**src/rtl/fetch_pkg.sv**
```systemverilog
// Shared definitions for the instruction fetch unit: FSM state encoding,
// NOP instruction word, PC step, and the timeout-timer width helper.
package fetch_pkg;

  typedef enum logic [2:0] {
    IDLE  = 3'd0,
    REQ   = 3'd1,
    HOLD  = 3'd2,
    DRAIN = 3'd3,
    ERR   = 3'd4
  } fetch_state_e;

  localparam logic [31:0] NOP_INSTR = 32'h0000_0013;
  localparam logic [31:0] PC_INC    = 32'd4;

  // Bits needed to count from 0 up to and including the timeout value.
  function automatic int timer_width(input int timeout);
    return (timeout < 1) ? 1 : $clog2(timeout + 1);
  endfunction

endpackage

```
**src/rtl/fetch_prefetch_buf.sv**
```systemverilog
// One-entry prefetch buffer holding {pc, instr, valid} for the fetch unit.
// Only built when FETCH_PREFETCH_BUF_EN is defined; the default build has no
// buffer and this file contributes nothing.
`ifdef FETCH_PREFETCH_BUF_EN
module fetch_prefetch_buf
  import fetch_pkg::*;
(
  input  logic        clk,
  input  logic        rst,
  input  logic        load,
  input  logic [31:0] load_pc,
  input  logic [31:0] load_instr,
  input  logic        pop,
  input  logic        flush,
  output logic        buf_valid,
  output logic [31:0] buf_pc,
  output logic [31:0] buf_instr
);

  logic        valid_q, valid_d;
  logic [31:0] pc_q, pc_d;
  logic [31:0] instr_q, instr_d;

  // Flush beats load beats pop; load and pop never coincide in the fetch unit.
  always_comb begin
    valid_d = valid_q;
    pc_d    = pc_q;
    instr_d = instr_q;
    if (flush) begin
      valid_d = 1'b0;
    end else if (load) begin
      valid_d = 1'b1;
      pc_d    = load_pc;
      instr_d = load_instr;
    end else if (pop) begin
      valid_d = 1'b0;
    end
  end

  // Buffer storage with asynchronous active-low reset.
  always_ff @(posedge clk or negedge rst) begin
    if (!rst) begin
      valid_q <= 1'b0;
      pc_q    <= '0;
      instr_q <= NOP_INSTR;
    end else begin
      valid_q <= valid_d;
      pc_q    <= pc_d;
      instr_q <= instr_d;
    end
  end

  assign buf_valid = valid_q;
  assign buf_pc    = pc_q;
  assign buf_instr = instr_q;

endmodule
`endif

```
**src/rtl/instr_fetch_unit.sv**
```systemverilog
// Instruction fetch stage: holds the PC, runs req/ack reads to instruction
// memory and presents {if_pc, if_instr} with if_valid to the IF/ID register.
// Branch redirects flush the output and drain any in-flight request; a request
// left unacknowledged for IMEM_TIMEOUT cycles raises a sticky fetch_err.
// Optional feature macro: FETCH_PREFETCH_BUF_EN (one-entry prefetch buffer,
// requests issued while holding, up to one instruction per cycle).
module instr_fetch_unit
  import fetch_pkg::*;
#(
  parameter logic [31:0] RESET_PC     = 32'h0000_0000,
  parameter int          IMEM_TIMEOUT = 255
) (
  input  logic        clk,
  input  logic        rst,
  output logic        imem_req,
  output logic [31:0] imem_addr,
  input  logic        imem_ack,
  input  logic [31:0] imem_rdata,
  input  logic        stall,
  input  logic        redirect,
  input  logic [31:0] redirect_pc,
  output logic        if_valid,
  output logic [31:0] if_instr,
  output logic [31:0] if_pc,
  output logic        fetch_err
);

  localparam int TMR_W = timer_width(IMEM_TIMEOUT);

  fetch_state_e     state_q, state_d;
  logic [31:0]      pc_q, pc_d;          // address of the next/outstanding request
  logic [31:0]      tgt_q, tgt_d;        // redirect target saved while draining
  logic [TMR_W-1:0] timer_q, timer_d;
  logic [TMR_W-1:0] timer_inc;
  logic             if_valid_q, if_valid_d;
  logic [31:0]      if_instr_q, if_instr_d;
  logic [31:0]      if_pc_q, if_pc_d;
  logic             fetch_err_q, fetch_err_d;
  logic             req_now;
  logic             deliver;
  logic [31:0]      target;

`ifdef FETCH_PREFETCH_BUF_EN
  logic        buf_load, buf_pop, buf_flush;
  logic        buf_valid;
  logic [31:0] buf_pc, buf_instr;

  fetch_prefetch_buf u_pbuf (
    .clk        (clk),
    .rst        (rst),
    .load       (buf_load),
    .load_pc    (pc_q),
    .load_instr (imem_rdata),
    .pop        (buf_pop),
    .flush      (buf_flush),
    .buf_valid  (buf_valid),
    .buf_pc     (buf_pc),
    .buf_instr  (buf_instr)
  );
`endif

  // Next-state, request and output-register logic; redirect and timeout
  // override whatever the per-state logic decided.
  always_comb begin
    state_d     = state_q;
    pc_d        = pc_q;
    tgt_d       = tgt_q;
    timer_d     = timer_q;
    if_valid_d  = if_valid_q;
    if_instr_d  = if_instr_q;
    if_pc_d     = if_pc_q;
    fetch_err_d = fetch_err_q;
    req_now     = 1'b0;
    deliver     = if_valid_q & ~stall;
    target      = redirect_pc & ~32'h0000_0003;
    timer_inc   = timer_q + TMR_W'(1);
`ifdef FETCH_PREFETCH_BUF_EN
    buf_load    = 1'b0;
    buf_pop     = 1'b0;
    buf_flush   = 1'b0;
`endif

    case (state_q)
      IDLE: begin
        state_d = REQ;
      end
      REQ: begin
        req_now = 1'b1;
        if (imem_ack) begin
          if_valid_d = 1'b1;
          if_instr_d = imem_rdata;
          if_pc_d    = pc_q;
          pc_d       = pc_q + PC_INC;
          state_d    = HOLD;
        end
      end
      HOLD: begin
`ifdef FETCH_PREFETCH_BUF_EN
        // Keep fetching ahead whenever the buffer has room.
        req_now = ~buf_valid;
        if (deliver) begin
          if (buf_valid) begin
            if_instr_d = buf_instr;
            if_pc_d    = buf_pc;
            buf_pop    = 1'b1;
          end else if (imem_ack) begin
            if_instr_d = imem_rdata;
            if_pc_d    = pc_q;
            pc_d       = pc_q + PC_INC;
          end else begin
            // Nothing ready to replace the delivered word; keep the
            // outstanding request alive in REQ.
            if_valid_d = 1'b0;
            state_d    = REQ;
          end
        end else if (imem_ack) begin
          buf_load = 1'b1;
          pc_d     = pc_q + PC_INC;
        end
`else
        if (deliver) begin
          if_valid_d = 1'b0;
          state_d    = REQ;
        end
`endif
      end
      DRAIN: begin
        // Same request stays on the bus; its data is thrown away.
        req_now = 1'b1;
        if (imem_ack) begin
          pc_d    = tgt_q;
          state_d = REQ;
        end
      end
      ERR: begin
        if_valid_d  = 1'b0;
        fetch_err_d = 1'b1;
      end
      default: begin
        state_d = IDLE;
      end
    endcase

    // Wait timer runs only while a request sits unacknowledged.
    timer_d = (req_now && !imem_ack) ? timer_inc : '0;

    if (redirect && state_q != ERR) begin
      if_valid_d = 1'b0;
`ifdef FETCH_PREFETCH_BUF_EN
      buf_flush  = 1'b1;
`endif
      if (req_now && !imem_ack) begin
        pc_d    = pc_q;
        tgt_d   = target;
        state_d = DRAIN;
      end else begin
        pc_d    = target;
        state_d = REQ;
        timer_d = '0;
      end
    end

    if (state_q != ERR && req_now && !imem_ack && timer_inc == TMR_W'(IMEM_TIMEOUT)) begin
      state_d     = ERR;
      if_valid_d  = 1'b0;
      fetch_err_d = 1'b1;
      timer_d     = '0;
    end
  end

  // FSM state register.
  always_ff @(posedge clk or negedge rst) begin
    if (!rst) begin
      state_q <= IDLE;
    end else begin
      state_q <= state_d;
    end
  end

  // PC, timer and output registers.
  always_ff @(posedge clk or negedge rst) begin
    if (!rst) begin
      pc_q        <= RESET_PC;
      tgt_q       <= RESET_PC;
      timer_q     <= '0;
      if_valid_q  <= 1'b0;
      if_instr_q  <= NOP_INSTR;
      if_pc_q     <= '0;
      fetch_err_q <= 1'b0;
    end else begin
      pc_q        <= pc_d;
      tgt_q       <= tgt_d;
      timer_q     <= timer_d;
      if_valid_q  <= if_valid_d;
      if_instr_q  <= if_instr_d;
      if_pc_q     <= if_pc_d;
      fetch_err_q <= fetch_err_d;
    end
  end

  assign imem_req  = req_now;
  assign imem_addr = pc_q;
  assign if_valid  = if_valid_q;
  assign if_instr  = if_instr_q;
  assign if_pc     = if_pc_q;
  assign fetch_err = fetch_err_q;

endmodule

```
**config.mk**
```make
export PLATFORM = sky130hd
export DESIGN_NAME = instr_fetch_unit
export DESIGN_NICKNAME = d
export VERILOG_FILES = /design/src/rtl/fetch_pkg.sv /design/src/rtl/fetch_prefetch_buf.sv /design/src/rtl/instr_fetch_unit.sv
export SDC_FILE = /design/constraint.sdc
export NUM_CORES = 1
export LEC_CHECK = 0
export ABC_AREA = 0
export CAP_MARGIN = 5
export CORE_ASPECT_RATIO = 1.4
export CORE_MARGIN = 1.5
export CORE_UTILIZATION = 40
export CTS_CLUSTER_DIAMETER = 30
export CTS_CLUSTER_SIZE = 40
export DETAILED_ROUTE_END_ITERATION = 10
export PLACE_DENSITY = 0.67
export REMOVE_ABC_BUFFERS = 1
export SYNTH_ARGS = -nofsm -noshare
export SYNTH_HDL_FRONTEND = slang
export SYNTH_SLANG_ARGS = --single-unit
```
**constraint.sdc**
```tcl
create_clock -name clk -period 6.55 [get_ports clk]
set_clock_uncertainty 0.1 [all_clocks]
set_input_delay 1.31 -clock clk [delete_from_list [all_inputs] [get_ports clk]]
set_output_delay 1.31 -clock clk [all_outputs]
set_load 0.03 [all_outputs]
```
==> results.py <==
metrics = {
    "synthesis": {
        "synth_area_mm2": 0.006606,
        "synth_edf_count": 0,
        "synthArstFlopShare": 1.000,
        "synth_cell_types": 57,
        "syn_avg_cell_area_um2": 11.33,
        "ys_ff_latch": 135,
        "synth.yosys.seq_area_share": 0.5119,
        "ys.flop_type": "dfrtp_1",
        "synth_warnings": 0,
        "synth_cells": 583,
    },
    "finish": {
        "final_common_cell": "clkdlybuf4s50_1",
        "layout_common_cells": "clkdlybuf4s50_1 (160), dfrtp_1 (132), mux2_2 (93)",
        "n_antenna_cell": 0,
        "area.growth.synth_to_final_pct": 35.62,
        "drive_gt1_frac": 0.2008,
        "nets": 806,
        "stdcell_count": 946,
    },
    "cts": {
        "post_cts_resized": 0,
        "clock-sinks": 135,
        "clockBufferDepth": 2,
        "cts_hold_buf": 0,
        "htreeDepth": 4,
        "cts_tree": "done",
        "clk_pin_slew_worst_paths_ns": 0.06,
        "worstSkewPairLatency_ns": 0.42,
        "cts-buffers-inserted": 17,
        "root_buffer": "clkbuf_16",
        "postCtsSetupBuffers": 0,
    },
    "grt": {
        "grt_usage": 0.2004,
        "grt_first_pass_wirelength_um": 27580,
        "overflow": 0,
        "grt_busiest_layer": "met2",
        "antenna_found_initial": 0,
        "grt_start_max_net_pins": 81,
        "use_met3": 0.05064,
        "grt_pass1_vias": 5348,
        "met1_usage": 0.2439,
        "met2_usage": 0.3424,
    },
    "timing": {
        "setup_viol": 0,
        "worst_slew_pin_slew_ns": 1.099,
        "finalHoldViolations": 0,
        "relSlewSlack": 0.2654,
        "grt_setup_unrepaired": "false",
        "fmax_ghz": 0.2783,
        "maxSlewViolCount": 0,
        "period_share": 0.5485,
        "fin_crit_ns": 3.593,
        "tns_ns": 0,
    },
    "min_path": {
        "holdPathEnd": "fetch_err",
        "hold_path_depth": 1,
        "hold_class": "flip-flop to flip-flop",
        "hold_start": "fetch_err",
    },
    "pwr": {
        "p_leak_nw": 3.610,
        "powerDensity_mw_per_mm2": 414.3,
        "vdd_drop_max_mv": 0.2761,
    },
    "flow_run": {
        "drv_cap": 0,
    },
    "placed_design": {
        "place_inst": 914,
        "portBuffers": 161,
        "dp_hpwl_um": 11160,
        "gp_congestion": 0.8196,
    },
    "drt": {
        "routedWlPerCell_um": 17.63,
        "finalWirelength_um": 16680,
        "viasPerCell": 5.521,
        "drt_iter0_markers": 266,
        "ant_nets": 0,
        "drc": 0,
        "drt_pass1_iterations": 6,
        "num_vias": 5223,
    },
    "worst_setup_path": {
        "r2r_start": "state_q[0]",
        "critPathKind": "input port to flip-flop",
        "critPathLaunch": "imem_ack",
        "path_max_fanout": 36,
        "r2r_slack_ns": 3.50,
        "critPathMaxStageDelay_ns": 0.84,
        "crit_path_end_kind": "flip-flop",
        "critPathLaunchType": "input port",
        "cp.arrival_ns": 3.79,
        "slowest_stage": "nor2_4",
        "path_cells": "clkdlybuf4s50_1 > nand2_1 > nor2_4 > buf_4 > mux2_2",
        "cp.required_ns": 6.75,
        "worst_r2r_endpoint": "if_instr[18]",
        "ff2ff_path_depth": 5,
    },
    "floorplan": {
        "rows": 55,
        "chipHeight_um": 155.1,
        "die_w_um": 111.6,
        "initial_core_util": 0.4085,
        "die_area_mm2": 0.01731,
        "coreArea_mm2": 0.01617,
        "ios": 168,
    },
    "run_status": {
        "outcome": "finished clean",
    },
}
## routing by layer
metal  wire, um  vias to the layer above
met2       8438                      176
li1           -                     2417
met3        979                       27
met1       6901                     2603
met5          0                        -
met4        356                        0
## worst max-delay path by stage
stage	end	slack, ns	cells past startpoint
floorplan	if_instr[10]	1.87	3
global placement	if_pc[22]	2.57	5
detailed placement	if_instr[18]	2.48	5
CTS	if_instr[3]	2.93	5
global route	tgt_q[2]	2.73	5
finish	if_instr[18]	2.96	5
## cells by family after synthesis
family          synth area share
simple gates              0.1492
flops                     0.5119
mux                       0.1722
compound gates           0.09337
buf+inv                  0.03655
xor+xnor                 0.03049
fa+ha+maj               0.005682
other cells            0.0005676
## sequential cells by signal (all words and copies together) (netlist names)
register,flops
timer_q,8
fetch_err,1
if_valid,1
tgt_q,30
imem_addr,30
if_instr,32
if_pc,30
state_q,3
## critical path: cells and delay by family
kind / cells / cell delay (ns)
multiplexers: 1 / 0.39
AND/OR/NAND/NOR: 2 / 0.97
buffers and inverters: 2 / 1.10
## Yosys cell counts (all sizes together), types with 2 or more instances
master | number | area, um^2
a211o | 4 | 35.03
a211oi | 7 | 57.55
a21oi | 25 | 125.1
a311o | 3 | 30.03
a311oi | 2 | 17.52
and2 | 4 | 25.02
and3 | 12 | 75.07
and3b | 2 | 17.52
buf | 28 | 170.2
clkbuf | 11 | 41.29
dfrtp | 132 | 3303
dfstp | 3 | 78.83
ha | 3 | 37.54
inv | 8 | 30.03
mux2 | 93 | 1047
mux2i | 9 | 90.09
nand2 | 36 | 135.1
nand2b | 2 | 12.51
nand3 | 25 | 142.6
nand3b | 3 | 22.52
nand4 | 13 | 81.33
nor2 | 32 | 120.1
nor2b | 7 | 51.30
nor3 | 13 | 70.07
nor4 | 9 | 86.33
o211ai | 10 | 75.07
o21ai | 25 | 125.1
o221ai | 3 | 26.28
o22ai | 7 | 43.79
or3 | 4 | 25.02
or3b | 6 | 52.55
or4 | 5 | 37.54
xnor2 | 7 | 61.31
xor2 | 16 | 140.1
## power by group
group,switching (mW),internal [mW]
Combinational,0.771,0.651
Sequential,0.205,1.09
Clock,0.373,0.623
Total,1.35,2.36
## stage by stage
step           setup WS [ns]  hold WS (ns)  power (mW)  cell area, um^2    util
2_1_floorplan          1.875        0.3722       2.109             6406       -
3_3_place_gp           2.567        0.3508       2.698             8338  0.5156
3_5_place_dp           2.479        0.3565       2.743             8338  0.5156
4_1_cts                2.929        0.3776       3.753             8960  0.5540
5_1_grt                2.735        0.4022       3.905             8960  0.5540
6_report               2.957        0.3788       3.712             8960  0.5540
## final cells by class
type	instances	area, um^2
clock buffers	19	452.9
clock inverters	13	168.9
fillers	1393	7212
inverters	8	30.03
multi-input cells	404	3012
flip-flops and latches	135	3382
well taps	199	249.0
repair buffers	168	1665
Note: power is estimated with default switching activity, not from simulation.
